--- src/rtl/spi_master_if.sv ---
// Host/slave-facing signal bundle of the SPI master.
// The master modport is the controller's view; the slave modport is the view of whatever drives it.
interface spi_master_if #(
  parameter int unsigned NB_BITS = 32
);
  logic               i_start;
  logic [NB_BITS-1:0] i_data;
  logic               i_MISO;
  logic               o_SCLK;
  logic               o_MOSI;
  logic               o_cs;
  logic [NB_BITS-1:0] o_data;
  logic               o_busy;
  logic               o_done;

  modport master (
    input  i_start, i_data, i_MISO,
    output o_SCLK, o_MOSI, o_cs, o_data, o_busy, o_done
  );

  modport slave (
    output i_start, i_data, i_MISO,
    input  o_SCLK, o_MOSI, o_cs, o_data, o_busy, o_done
  );
endinterface

--- src/rtl/spi_master.sv ---
// SPI mode-0 master: one full-duplex NB_BITS word per accepted i_start, MSB first.
// Chip select is active-high; every output is registered.
module spi_master #(
  parameter int unsigned NB_BITS = 32,
  parameter int unsigned CLK_DIV = 4
) (
  input  logic         i_clk,
  input  logic         i_rst,
  spi_master_if.master bus
);
  localparam int unsigned CNT_W = $clog2(CLK_DIV);
  localparam int unsigned BIT_W = $clog2(NB_BITS) + 1;

  typedef enum logic [2:0] {IDLE, SETUP, TRANSFER, HOLD, DONE} state_t;

  state_t             state_q, state_d;
  logic [CNT_W-1:0]   div_q, div_d;
  logic [BIT_W-1:0]   bit_q, bit_d;
  logic [NB_BITS-1:0] tx_q, tx_d;
  logic [NB_BITS-1:0] rx_q, rx_d;
  logic [NB_BITS-1:0] data_q, data_d;
  logic               sclk_q, sclk_d;
  logic               mosi_q, mosi_d;
  logic               cs_q, cs_d;
  logic               busy_q, busy_d;
  logic               done_q, done_d;
  logic               div_last_c;

  assign div_last_c = (div_q == CNT_W'(CLK_DIV - 1));

  assign bus.o_SCLK = sclk_q;
  assign bus.o_MOSI = mosi_q;
  assign bus.o_cs   = cs_q;
  assign bus.o_data = data_q;
  assign bus.o_busy = busy_q;
  assign bus.o_done = done_q;

  // State and datapath registers
  always_ff @(posedge i_clk) begin
    if (i_rst) begin
      state_q <= IDLE;
      div_q   <= '0;
      bit_q   <= '0;
      tx_q    <= '0;
      rx_q    <= '0;
      data_q  <= '0;
      sclk_q  <= 1'b0;
      mosi_q  <= 1'b0;
      cs_q    <= 1'b0;
      busy_q  <= 1'b0;
      done_q  <= 1'b0;
    end else begin
      state_q <= state_d;
      div_q   <= div_d;
      bit_q   <= bit_d;
      tx_q    <= tx_d;
      rx_q    <= rx_d;
      data_q  <= data_d;
      sclk_q  <= sclk_d;
      mosi_q  <= mosi_d;
      cs_q    <= cs_d;
      busy_q  <= busy_d;
      done_q  <= done_d;
    end
  end

  // Next-state and next-output logic; outputs appear one cycle after the state that requests them,
  // so the o_done cycle is already IDLE and can accept the next i_start.
  always_comb begin
    state_d = state_q;
    div_d   = div_q;
    bit_d   = bit_q;
    tx_d    = tx_q;
    rx_d    = rx_q;
    data_d  = data_q;
    sclk_d  = sclk_q;
    mosi_d  = mosi_q;
    cs_d    = cs_q;
    busy_d  = busy_q;
    done_d  = 1'b0;

    unique case (state_q)
      IDLE: begin
        if (bus.i_start) begin
          state_d = SETUP;
          tx_d    = bus.i_data;
          mosi_d  = bus.i_data[NB_BITS-1];
          cs_d    = 1'b1;
          busy_d  = 1'b1;
          div_d   = '0;
          bit_d   = '0;
        end
      end
      SETUP: begin
        if (div_last_c) begin
          state_d = TRANSFER;
          div_d   = '0;
          sclk_d  = 1'b1;
          rx_d    = {rx_q[NB_BITS-2:0], bus.i_MISO};
          bit_d   = bit_q + 1'b1;
        end else begin
          div_d = div_q + 1'b1;
        end
      end
      TRANSFER: begin
        if (div_last_c) begin
          div_d = '0;
          if (!sclk_q) begin
            sclk_d = 1'b1;
            rx_d   = {rx_q[NB_BITS-2:0], bus.i_MISO};
            bit_d  = bit_q + 1'b1;
          end else if (bit_q == BIT_W'(NB_BITS)) begin
            sclk_d  = 1'b0;
            state_d = HOLD;
          end else begin
            sclk_d = 1'b0;
            tx_d   = {tx_q[NB_BITS-2:0], 1'b0};
            mosi_d = tx_q[NB_BITS-2];
          end
        end else begin
          div_d = div_q + 1'b1;
        end
      end
      HOLD: begin
        // One cycle shorter than CLK_DIV here: DONE keeps cs high for the last visible hold cycle.
        if (div_q == CNT_W'(CLK_DIV - 2)) begin
          div_d   = '0;
          state_d = DONE;
        end else begin
          div_d = div_q + 1'b1;
        end
      end
      DONE: begin
        state_d = IDLE;
        cs_d    = 1'b0;
        busy_d  = 1'b0;
        done_d  = 1'b1;
        data_d  = rx_q;
      end
      default: state_d = IDLE;
    endcase
  end
endmodule
--- src/flat_wrapper.sv ---
// flat-port wrapper written by rule: the top's interface ports become plain ports
module spi_master_flat 
#(
  parameter int unsigned NB_BITS = 32,
  parameter int unsigned CLK_DIV = 4
)
  (i_clk, i_rst, bus_i_start, bus_i_data, bus_i_MISO, bus_o_SCLK, bus_o_MOSI, bus_o_cs, bus_o_data, bus_o_busy, bus_o_done);
  spi_master_if #(.NB_BITS(NB_BITS)) bus_i ();
  input  logic i_clk;
  input  logic i_rst;
  input wire logic [$bits(bus_i.i_start)-1:0] bus_i_start;
  input wire logic [$bits(bus_i.i_data)-1:0] bus_i_data;
  input wire logic [$bits(bus_i.i_MISO)-1:0] bus_i_MISO;
  output wire logic [$bits(bus_i.o_SCLK)-1:0] bus_o_SCLK;
  output wire logic [$bits(bus_i.o_MOSI)-1:0] bus_o_MOSI;
  output wire logic [$bits(bus_i.o_cs)-1:0] bus_o_cs;
  output wire logic [$bits(bus_i.o_data)-1:0] bus_o_data;
  output wire logic [$bits(bus_i.o_busy)-1:0] bus_o_busy;
  output wire logic [$bits(bus_i.o_done)-1:0] bus_o_done;
  assign bus_i.i_start = bus_i_start;
  assign bus_i.i_data = bus_i_data;
  assign bus_i.i_MISO = bus_i_MISO;
  assign bus_o_SCLK = bus_i.o_SCLK;
  assign bus_o_MOSI = bus_i.o_MOSI;
  assign bus_o_cs = bus_i.o_cs;
  assign bus_o_data = bus_i.o_data;
  assign bus_o_busy = bus_i.o_busy;
  assign bus_o_done = bus_i.o_done;
  spi_master #(.NB_BITS(NB_BITS), .CLK_DIV(CLK_DIV)) u_core (.i_clk(i_clk), .i_rst(i_rst), .bus(bus_i));
endmodule
--- config.mk ---
export PLATFORM = sky130hd
export DESIGN_NAME = spi_master_flat
export DESIGN_NICKNAME = d
export VERILOG_FILES = /design/src/rtl/spi_master_if.sv /design/src/rtl/spi_master.sv /design/src/flat_wrapper.sv
export SDC_FILE = /design/constraint.sdc
export NUM_CORES = 1
export LEC_CHECK = 0
export ABC_AREA = 1
export CAP_MARGIN = 20
export CORE_UTILIZATION = 47
export CTS_CLUSTER_DIAMETER = 50
export DETAILED_ROUTE_END_ITERATION = 16
export PLACE_DENSITY = 0.71
export SLEW_MARGIN = 20
export SYNTH_ARGS = -nofsm -noshare
export SYNTH_HDL_FRONTEND = slang
export SYNTH_SLANG_ARGS = --single-unit
--- constraint.sdc ---
create_clock -name i_clk -period 4.4 [get_ports i_clk]
set_input_delay 0.44 -clock i_clk [delete_from_list [all_inputs] [get_ports i_clk]]
set_output_delay 0.44 -clock i_clk [all_outputs]
set_load 0.01 [all_outputs]
Word level (Yosys, flattened, before mapping)
Cells that the tools add are included.
{"block": "word_totals", "regBits": 110, "out_inout_bits": 37, "inputBits": 36, "mem_count": 0, "ram_bits": 0, "rom_bits": 0, "latchBits": 0}
{"block": "op_classes", "eq_ne": 15, "reduce_logical": 14, "magnitude_cmp": 0, "bitwise_logic": 0, "multipliers": 0, "mux": 37, "n_addsub": 2, "div_mod_pow": 0, "shifts": 0}
{"cell": "31-bit 2-to-1 mux", "count": 4}
{"cell": "32-bit 2-to-1 mux", "count": 3}
{"cell": "32-bit case mux with 2 select lines", "count": 1}
{"cell": "31-bit case mux with 2 select lines", "count": 1}
{"cell": "6-bit 2-to-1 mux", "count": 4}
{"cell": "3-bit 2-to-1 mux", "count": 6}
{"cell": "6-bit case mux with 3 select lines", "count": 1}
{"cell": "3-bit case mux with 4 select lines", "count": 1}
{"cell": "2-bit by 1-bit inequality test with 1-bit output, second input constant", "count": 5}
{"cell": "5-bit AND reduction", "count": 2}
{"cell": "1-bit 2-to-1 mux", "count": 9}
{"cell": "6-bit by 1-bit adder with 6-bit output, second input constant", "count": 1}
{"cell": "3-bit by 2-bit equality test with 1-bit output, second input constant", "count": 2}
{"cell": "6-bit equality test, second input constant", "count": 1}
{"cell": "2-bit 2-to-1 mux", "count": 3}
{"cell": "2-bit inequality test, second input constant", "count": 3}
{"cell": "1-bit case mux with 2 select lines", "count": 3}
{"cell": "2-bit case mux with 3 select lines", "count": 1}
{"cell": "6-bit AND reduction", "count": 1}
{"cell": "2-bit nonzero test", "count": 3}
{"cell": "3-bit nonzero test", "count": 2}
{"cell": "2-bit equality test, second input constant", "count": 2}
{"cell": "2-bit AND reduction", "count": 2}
{"cell": "4-bit AND reduction", "count": 1}
{"cell": "other kinds (6)", "count": 6}

Logic depth before layout (Yosys ltp)
Gate-level depths: netlist of run 1.
{"block": "logic_depth", "ltp_word": 5, "ltp_mapped": 10, "ltp_nobuf": 9}

Worst setup path before layout of run 1
Ideal clock, no wire load.
{"block": "synth_timing", "path_type": "reg-to-reg", "startpoint": "register u_core.div_q[0]", "endpoint": "register u_core.mosi_q (netlist: u_core.bus.o_MOSI)", "slack_ns": 3.012, "stages_incl_launch_ff": 11, "arrival_ns": 1.274, "path_cell_list": "dfxtp_1 -> ha_1 -> inv_1 -> nand3_1 -> nand2_1 -> nor2_2 -> nand2_2 -> inv_2 -> buf_4 -> nor2_1 -> nor2_1"}
{"block": "synth_via", "elab_chain_len": 3}
{"item": "start, declared", "line": "spi_master.sv:17", "text": "logic [CNT_W-1:0] div_q, div_d;"}
{"item": "start signal, assigned", "line": "spi_master.sv:54", "text": "div_q <= div_d;"}
{"item": "2-bit equality test", "line": "spi_master.sv:29", "text": "assign div_last_c = (div_q == CNT_W'(CLK_DIV - 1));"}
{"item": "2-bit by 1-bit inequality test with 1-bit output (no source line)"}
{"item": "5-bit AND reduction (no source line)"}
{"item": "end signal, assigned", "line": "spi_master.sv:60", "text": "mosi_q <= mosi_d;"}
{"item": "end, declared", "line": "spi_master.sv:23", "text": "logic mosi_q, mosi_d;"}
Every way passes these cells.
A chain may end at the register's enable or synchronous reset.

Final worst setup path of run 1
{"block": "layout_timing", "startpoint": "register u_core.state_q[2]", "endpoint": "register u_core.rx_q[22]"}
{"block": "layout_via", "elab_chain_len": 3, "word_cells_on_any_way": 8}
{"item": "start, declared", "line": "spi_master.sv:16", "text": "state_t state_q, state_d;"}
{"item": "start signal, assigned", "line": "spi_master.sv:53", "text": "state_q <= state_d;"}
{"item": "3-bit by 2-bit equality test with 1-bit output or 3-bit by 1-bit equality test with 1-bit output (tied branches)", "line": "spi_master.sv:82", "text": "unique case (state_q)"}
{"item": "2-bit inequality test (no source line), or another cell as far along"}
{"item": "4-bit AND reduction (no source line)"}
{"item": "end signal, assigned", "line": "spi_master.sv:57", "text": "rx_q <= rx_d;"}
{"item": "end, declared", "line": "spi_master.sv:20", "text": "logic [NB_BITS-1:0] rx_q, rx_d;"}
Several ways; a longest one is shown, not always the timed one.

==> results of run 1 <==
-- cell usage in the layout, fill, tap and decap left out, drive strengths merged --
| master | count |
|---|---|
| a21oi | 65 |
| nor2 | 101 |
| o21ai | 91 |
| nand4 | 3 |
| nand3 | 14 |
| nor3 | 1 |
| buf | 3 |
| clkdlybuf4s50 | 72 |
| xnor2 | 1 |
| nand2 | 146 |
| a31oi | 1 |
| clkinv | 2 |
| ha | 6 |
| bufinv | 1 |
| clkbuf | 9 |
| nand3b | 1 |
| dfxtp | 110 |
| inv | 49 |
| a22oi | 1 |
-- Yosys cell counts --
cell	number
nor2_4	1
a31oi_1	1
ha_1	6
nand3_2	1
a22oi_1	1
dfxtp_1	110
o21ai_1	55
clkinv_1	1
buf_4	4
buf_1	1
nand2_2	3
o21ai_0	36
nand2_1	143
inv_2	6
nor2_2	1
nor2_1	99
nand4_1	3
a21oi_2	20
buf_6	3
nand3b_1	1
clkbuf_1	15
nor3_1	1
nand3_1	13
buf_2	16
inv_1	38
a21oi_1	45
xnor2_1	1
-- layout make-up --
type	count	area share, %
inverter	45	3.08
clock buffer	9	2.26
multi-input combinational	431	36.6
clock inverter	7	1.44
tap	129	2.94
sequential	110	40.2
timing repair buffer	75	13.6
-- worst paths after layout --
kind | start | endpoint | slack [ns]
min reg2reg | u_core.rx_q[31]$_SDFFE_PP0P_ | u_core.rx_q[31]$_SDFFE_PP0P_ | 0.47
max reg2reg | u_core.state_q[2]$_SDFFE_PP0P_ | u_core.rx_q[22]$_SDFFE_PP0P_ | 1.57
min | u_core.rx_q[31]$_SDFFE_PP0P_ | u_core.rx_q[31]$_SDFFE_PP0P_ | 0.47
max | u_core.state_q[2]$_SDFFE_PP0P_ | u_core.rx_q[22]$_SDFFE_PP0P_ | 1.57
-- stage by stage --
step	worst slack [ns]	instance area, sq um
3_5_place_dp	1.57	5280
5_1_grt	1.37	5480
3_3_place_gp	1.71	5280
6_report	1.57	5480
2_1_floorplan	3.01	4580
4_1_cts	1.55	5480
-- cells by family after synthesis --
group / Yosys count / synth area share (%)
compound gates: 158 / 19.0
xor+xnor: 1 / 0.191
fa+ha+maj: 6 / 1.64
buf+inv: 84 / 8.14
flops: 110 / 48.1
simple gates: 266 / 23.0
-- worst max-delay path, delay by kind of cell, from the launching register on --
kind                   cells  cell delay [ns]
flip-flops                 1             0.39
buffers and inverters      1             0.51
AND/OR/NAND/NOR            4             1.57
AO/OA/AOI/OAI              2             0.24
-- power groups by stage --
stage	Combinational (mW)	Sequential (mW)	Clock, mW
finish	0.976	1.26	0.621
global placement	0.958	1.28	0
global route	1.13	1.28	0.679
CTS	0.983	1.27	0.640
floorplan	0.795	1.27	0
detailed placement	0.976	1.29	0
-- state kept, by name, indices dropped and copies added (netlist names) --
name               cells
u_core.bus.o_SCLK      1
u_core.bus.o_busy      1
u_core.bus.o_data     32
u_core.bus.o_done      1
u_core.rx_q           32
u_core.tx_q           31
u_core.state_q         3
u_core.bus.o_MOSI      1
u_core.bit_q           6
u_core.div_q           2
-- layer usage --
metal  routed length [microns]  vias up
met5                         0        -
met4                       126        0
met3                       446        9
met2                      4540       77
met1                      4620     1784
li1                          -     2084
==> impl_metrics.yaml, run 1 <==
global_route:
  busiest_layer: "met2"
  antenna_found_initial: 0
  grt_pass1_wl_mm: 16.5
  grt_usage_pct: 20.3
  met3_usage_pct: 4.51
  met1_usage_pct: 24.5
  grt_max_degree: 57
  grt_pass1_vias: 3788
  grt-ovfl-total: 0
  gr-usage-met2_pct: 35.7
clock_network:
  htreeDepth: 3
  clk_latency_ns: 0.36
  cts_resized: 0
  cts_tree: "built"
  cts_root_buf: "clkbuf_8"
  cts_made_buffers: 9
  cts_buffer_depth: 2
  cts_sinks: 110
  holdBufCountCts: 0
  clk_pin_slew_worst_paths_ns: 0.10
  post_cts_buffers: 0
critical_path:
  cp_max_fo: 38
  end_kind: "flip-flop"
  cp_slowest_cell: "nand3_2"
  crit_top_cell: "nand2_2"
  path_cells: "nor2_4 > nand2_2 > nand2_2 > nand3_2 > buf_4 > o21ai_1 > a21oi_2"
  worstPathRequired_ns: 4.66
  max_stage_delay_ns: 0.67
  start_kind: "flip-flop"
  critPathArrivalTime_ns: 3.09
  worstSetupPathType: "reg2reg"
  worst-r2r-cell-count: 7
synth:
  avgSynthCellArea_sq_um: 7.33
  ys_seq_area_share_pct: 48.1
  synth_top_area_share_pct: 48.1
  ys_types: 27
  synth_nets: 667
  synth_seq_cells: 110
  synth_area_sq_mm: 0.00458
  yosysTopAreaCell: "dfxtp_1"
  yosys_warnings: 0
  postSynthCellCount: 625
  ys_top_cells_by_area: "dfxtp_1 (48%), nand2_1 (12%), nor2_1 (8.1%)"
timing:
  hold_viol_final: 0
  fin_hold_ws_ns: 0.466
  min_period_ns: 2.83
  worst_pin_slew_ns: 0.844
  fin_skew_ns: 0.00951
  maxSlewViolCount: 0
  setup_viol_count_final: 0
  finalCritPeriodShare_pct: 64.3
  rsz0062_at_grt: "false"
  max_freq_mhz: 354
  finalSetupTns_ns: 0
  slew_headroom_pct: 43.7
floorplan:
  core_area_sq_mm: 0.00933
  die_w_microns: 101
  die_h_microns: 101
  io-pin-count: 73
  num_rows: 35
  die_area_sq_mm: 0.0101
  start_util_pct: 49.1
pwr:
  p_per_area_mw_per_mm2: 522
  ir_drop_mv: 0.265
  total_power_mw: 2.86
  power_frac_seq_pct: 44.2
  p_leak_nw: 2.19
  combinationalPowerShare_pct: 34.1
  power_frac_clock_pct: 21.7
  p_int_mw: 1.76
  p_sw_mw: 1.10
  sw_frac_of_total_pct: 38.5
drt:
  drc: 0
  first_pass_iters: 5
  wl_mm: 9.74
  vias: 3954
  drt_iter0_drc: 212
  ant_nets: 0
  wl_per_cell_microns: 12.1
  vias_per_cell: 4.91
final_layout:
  fin_nets: 714
  multi_input_area_sq_mm: 0.00200
  fillers: 918
  layout-drive-gt1-share_pct: 7.68
  fin_util_pct: 58.8
  regArea_sq_mm: 0.00220
  finalNonFillerCells: 806
  syn2layout_area_growth_pct: 19.7
  diodes: 0
placement:
  dpl.cell_count: 790
  gp_congestion: 0.799
  dp_hpwl_mm: 6.33
  port_buffers: 72
flow_run:
  max-cap-violations: 0
min_path:
  holdPathStages: 2
  hold_class: "reg2reg"
outcome:
  outcome: "complete, no violations"
Power figures use the tool's default switching activity.
==> inputs of run 2 (changes only) <==
--- a/config.mk
+++ b/config.mk
@@ -10,7 +10,7 @@
 export CORE_UTILIZATION = 47
 export CTS_CLUSTER_DIAMETER = 50
 export DETAILED_ROUTE_END_ITERATION = 16
-export PLACE_DENSITY = 0.71
+export PLACE_DENSITY = 0.74
 export SLEW_MARGIN = 20
 export SYNTH_ARGS = -nofsm -noshare
 export SYNTH_HDL_FRONTEND = slang
==> constraint.sdc (replaced) <==
create_clock -name i_clk -period 2.3 [get_ports i_clk]
set_input_delay 0.23 -clock i_clk [delete_from_list [all_inputs] [get_ports i_clk]]
set_output_delay 0.23 -clock i_clk [all_outputs]
set_load 0.01 [all_outputs]
==> run 2 against run 1 <==
Cell count up 0.74%. Setup slack worse by 1.0 ns. First-iteration DRC count up 42%. Global-route usage down 1.1 points. Register-to-register slack worse by 1.0 ns. Utilization up 0.60 points. Wire length down 4.2%. Combinational power up 95%. Via count down 0.25%. Sequential power up 92%. Largest power group unchanged.
==> impl_metrics.yaml, run 2 (synthesis gave the netlist of run 1 again) <==
outcome:
  outcome: "complete, no violations"
final_layout:
  fin_util_pct: 59.4
  final_cell_mix: "nand2_1 (143), dfxtp_1 (110), nor2_1 (99), clkdlybuf4s50_1 (72), o21ai_1 (55)"
  syn2layout_area_growth_pct: 21.0
  diodes: 0
  fillers: 879
  final_common_cell: "nand2_1"
  fin_nets: 720
  layout-drive-gt1-share_pct: 8.49
global_route:
  grt_pass1_vias: 3591
  grt_usage_pct: 19.1
  grt_pass1_wl_mm: 15.7
  grt-ovfl-total: 0
  antenna_found_initial: 0
  grt_max_degree: 62
pwr:
  p_per_area_mw_per_mm2: 979
  ir_drop_mv: 0.804
  p_leak_nw: 2.21
min_path:
  hold_class: "reg2reg"
clock_network:
  cts_tree: "built"
  clk_pin_slew_worst_paths_ns: 0.10
  holdBufCountCts: 0
  cts_root_buf: "clkbuf_8"
  cts_made_buffers: 9
  cts_buffer_depth: 2
  htreeDepth: 3
  cts_resized: 0
  cts_sinks: 110
  post_cts_buffers: 0
  clk_latency_ns: 0.36
placement:
  gp_congestion: 0.853
  dp_hpwl_mm: 6.14
  port_buffers: 72
timing:
  finalCritPeriodShare_pct: 75.1
  fin_skew_ns: 0.0129
  min_period_ns: 1.73
  worst_pin_slew_ns: 0.555
  maxSlewViolCount: 0
  max_freq_mhz: 579
  setup_viol_count_final: 0
  rsz0062_at_grt: "false"
  slew_headroom_pct: 63.0
  hold_viol_final: 0
  finalSetupTns_ns: 0
drt:
  vias: 3944
  first_pass_iters: 5
  wl_mm: 9.32
  drt_iter0_drc: 300
  drc: 0
  wl_per_cell_microns: 11.5
  ant_nets: 0
  vias_per_cell: 4.86
floorplan:
  io-pin-count: 73
  start_util_pct: 49.1
  die_h_microns: 101
  die_w_microns: 101
  core_area_sq_mm: 0.00933
  die_area_sq_mm: 0.0101
  num_rows: 35
flow_run:
  max-cap-violations: 0
critical_path:
  worstPathRequired_ns: 2.59
  cp_max_fo: 32
  end_kind: "flip-flop"
  worstSetupPathType: "reg2reg"
  path_cells: "ha_1 > inv_1 > nand3_1 > nand2_1 > nor2_2 > nand2_2 > inv_2 > nor2_1 > nor2_1"
  crit_top_cell: "nor2_1"
  max_stage_delay_ns: 0.40
  start_kind: "flip-flop"
  critPathArrivalTime_ns: 2.02
  cp_slowest_cell: "dfxtp_1"
run 2: changes by cell type in the layout (fill, tap and decap cells not counted):
cell / previous run / this run
buf_4: 3 / 7
inv_6: 4 / 0
clkinvlp_4: 0 / 3
inv_8: 0 / 3
buf_12: 0 / 2
bufinv_16: 1 / 0
clkinv_2: 1 / 0
run 2: metal layers:
metal / up-vias / global-route usage [%] / share of wire [%]
met5: - / 0 / 0
met4: 0 / 6.80 / 0.87
met3: 4 / 4.09 / 5.1
met2: 82 / 31.5 / 45
met1: 1756 / 24.8 / 49
li1: 2102 / - / -
run 2: report_power, final:
part / total, mW / switching (mW) / internal [mW] / leakage (nW)
combinational: 1.90 / 1.24 / 0.655 / 1.23
sequential: 2.42 / 0.195 / 2.23 / 0.895
clock: 1.10 / 0.684 / 0.419 / 0.0874
total: 5.42 / 2.12 / 3.30 / 2.21
run 2: final timing paths:
kind                                start                           end  slack [ns]  depth (start not counted)
max          u_core.div_q[1]$_SDFFE_PP0P_  u_core.tx_q[18]$_SDFFE_PP0P_        0.57                          9
min          u_core.rx_q[31]$_SDFFE_PP0P_  u_core.rx_q[31]$_SDFFE_PP0P_        0.47                          2
max reg2reg  u_core.div_q[1]$_SDFFE_PP0P_  u_core.tx_q[18]$_SDFFE_PP0P_        0.57                          9
min reg2reg  u_core.rx_q[31]$_SDFFE_PP0P_  u_core.rx_q[31]$_SDFFE_PP0P_        0.47                          2
run 2: critical path, delay by kind of cell, from the launching register on:
family / cells / cell delay, ns
and+or+nand+nor: 6 / 0.60
adders and majority gates: 1 / 0.20
buffers and inverters: 2 / 0.48
DFF: 1 / 0.40
run 2: through the flow:
step	power [mW]	instances	setup slack [ns]	hold slack, ns	cell area (sq um)
finish	5.42	812	0.573	0.473	5540
global route	5.85	812	0.393	0.469	5540
CTS	5.47	812	0.561	0.457	5540
detailed placement	4.37	796	0.467	0.456	5350
global placement	4.28	796	0.529	0.452	5350
floorplan	3.95	625	0.912	0.395	4580
run 2: final cells by class:
type	instances	area, sq um	share of cell area, %
sequential	110	2200	39.8
multi-input combinational	431	2000	36.2
timing repair buffer	81	813	14.7
inverter	45	169	3.05
tap	129	161	2.91
clock buffer	9	124	2.24
clock inverter	7	65.1	1.17
==> inputs of run 3 (changes only) <==
--- a/config.mk
+++ b/config.mk
@@ -10,7 +10,7 @@
 export CORE_UTILIZATION = 47
 export CTS_CLUSTER_DIAMETER = 50
 export DETAILED_ROUTE_END_ITERATION = 16
-export PLACE_DENSITY = 0.74
+export PLACE_DENSITY = 0.71
 export SLEW_MARGIN = 20
 export SYNTH_ARGS = -nofsm -noshare
 export SYNTH_HDL_FRONTEND = slang
==> constraint.sdc (replaced) <==
create_clock -name i_clk -period 1.59 [get_ports i_clk]
set_input_delay 0.159 -clock i_clk [delete_from_list [all_inputs] [get_ports i_clk]]
set_output_delay 0.159 -clock i_clk [all_outputs]
set_load 0.01 [all_outputs]
==> run 3 against run 2 <==
Utilization rose by 2.6 points. Count of clock-buffer cells in the layout did not move. Total power rose by 60%. First-iteration DRC count fell by 41%. Clock skew rose by 0.00092 ns.
==> impl_metrics.yaml, run 3 (synthesis gave the netlist of run 1 again) <==
min_path:
  hold_class: "in2reg"
  holdPathStages: 3
  holdCritStartpoint: "bus_i_MISO"
critical_path:
  cp-startpoint: "u_core.bus.o_SCLK$_SDFFE_PP0P_"
  worstPathRequired_ns: 1.43
  end_kind: "primary output"
  start_kind: "flip-flop"
  cp_slowest_cell: "clkdlybuf4s50_1"
  path_cells: "clkdlybuf4s50_1"
  r2r_slack_ns: 0.10
  cp_top_family: "buffers and inverters"
  cp_max_fo: 5
  r2r_start: "u_core.state_q[0]$_SDFFE_PP0P_"
  path_buf_inv: 1
  critPathArrivalTime_ns: 1.35
  worstSetupPathType: "reg2out"
  max_stage_delay_ns: 0.57
  worst-r2r-cell-count: 7
  cp.depth: 1
drt:
  drc: 0
  ant_nets: 0
  vias_per_cell: 4.95
  route.met2.wl_mm: 4.63
  first_pass_iters: 4
  drt_iter0_drc: 176
  wl_mm: 9.74
  met1Wirelength_mm: 4.48
  vias: 4082
  highest-signal-layer: "met4"
  route.met3.wl_microns: 525
  wl_per_cell_microns: 11.8
clock_network:
  cts_root_buf: "clkbuf_8"
  htreeDepth: 3
  cts_sinks: 110
  clk_latency_ns: 0.37
  cts_buffer_depth: 2
  cts_made_buffers: 9
  clk_pin_slew_worst_paths_ns: 0.10
  cts_tree: "built"
floorplan:
  num_rows: 35
  die_h_microns: 101
  die_w_microns: 101
  core_area_sq_mm: 0.00933
  die_area_sq_mm: 0.0101
  start_util_pct: 49.1
  io-pin-count: 73
timing:
  hold_viol_final: 0
  finalCritPeriodShare_pct: 94.7
  min_period_ns: 1.51
  maxSlewViolCount: 0
  max_freq_mhz: 664
  fin_hold_ws_ns: 0.402
  slew_headroom_pct: 82.6
  worst_pin_slew_ns: 0.260
  setup_viol_count_final: 0
  final.setup.worst_slack_ns: 0.0848
  finalSetupTns_ns: 0
  fin_skew_ns: 0.0139
global_route:
  grt_max_degree: 64
  grt-ovfl-total: 0
  grt_pass1_vias: 3793
  antenna_found_initial: 0
  grt_pass1_wl_mm: 16.3
  grt_usage_pct: 19.9
placement:
  dp_slack_ns: 0.0144
  port_buffers: 72
  gp_congestion: 0.867
  dp_hpwl_mm: 6.42
final_layout:
  layout-drive-gt1-share_pct: 11.4
  fillers: 847
  syn2layout_area_growth_pct: 26.3
  final_common_cell: "nand2_1"
  diodes: 0
  final_cell_mix: "nand2_1 (142), dfxtp_1 (105), nor2_1 (96), clkdlybuf4s50_1 (72), o21ai_1 (55)"
  fin_nets: 732
pwr:
  p_leak_nw: 2.34
  p_per_area_mw_per_mm2: 1500
  total_power_mw: 8.68
  ir_drop_mv: 1.09
flow_run:
  max-cap-violations: 0
outcome:
  outcome: "complete, no violations"
run 3: through the flow:
stage               util, %  cells  instance area, sq um
finish                 62.0    824                  5790
global route           62.0    824                  5790
CTS                    61.7    823                  5760
detailed placement     59.2    807                  5520
global placement       59.2    807                  5520
floorplan                 -    625                  4580
run 3: final timing paths:
kind,end
max,bus_o_SCLK
min,u_core.rx_q[0]$_SDFFE_PP0P_
max reg2reg,u_core.rx_q[8]$_SDFFE_PP0P_
min reg2reg,u_core.rx_q[0]$_SDFFE_PP0P_
run 3: layout make-up:
type | count | area (sq um) | area share (%)
Clock buffer | 9 | 124 | 2.14
Clock inverter | 7 | 113 | 1.95
Inverter | 45 | 169 | 2.92
Multi-Input combinational cell | 431 | 2020 | 34.9
Sequential cell | 110 | 2210 | 38.2
Tap cell | 129 | 161 | 2.79
Timing Repair Buffer | 93 | 991 | 17.1
run 3: timing repair:
| action | CTS | global route |
|---|---|---|
| endpoints found under the setup margin | 1 | 60 |
| setup buffers | 0 | 1 |
| gates cloned | 0 | 0 |
| pin swaps | 0 | 2 |
| resized for setup | 1 | 9 |
| hold buffers | 0 | 0 |
run 3: per-layer routing:
metal  global-route usage (%)  vias up
li1                         -     2128
met1                     24.4     1851
met2                     34.4       94
met3                     4.23        9
met4                     7.13        0
met5                        0        -
run 3: report_power, final:
group | total [mW] | switching, mW | internal (mW) | leakage [nW]
Clock | 1.93 | 1.00 | 0.926 | 0.120
Combinational | 3.24 | 1.92 | 1.32 | 1.32
Sequential | 3.51 | 0.273 | 3.23 | 0.897
Total | 8.68 | 3.20 | 5.48 | 2.34
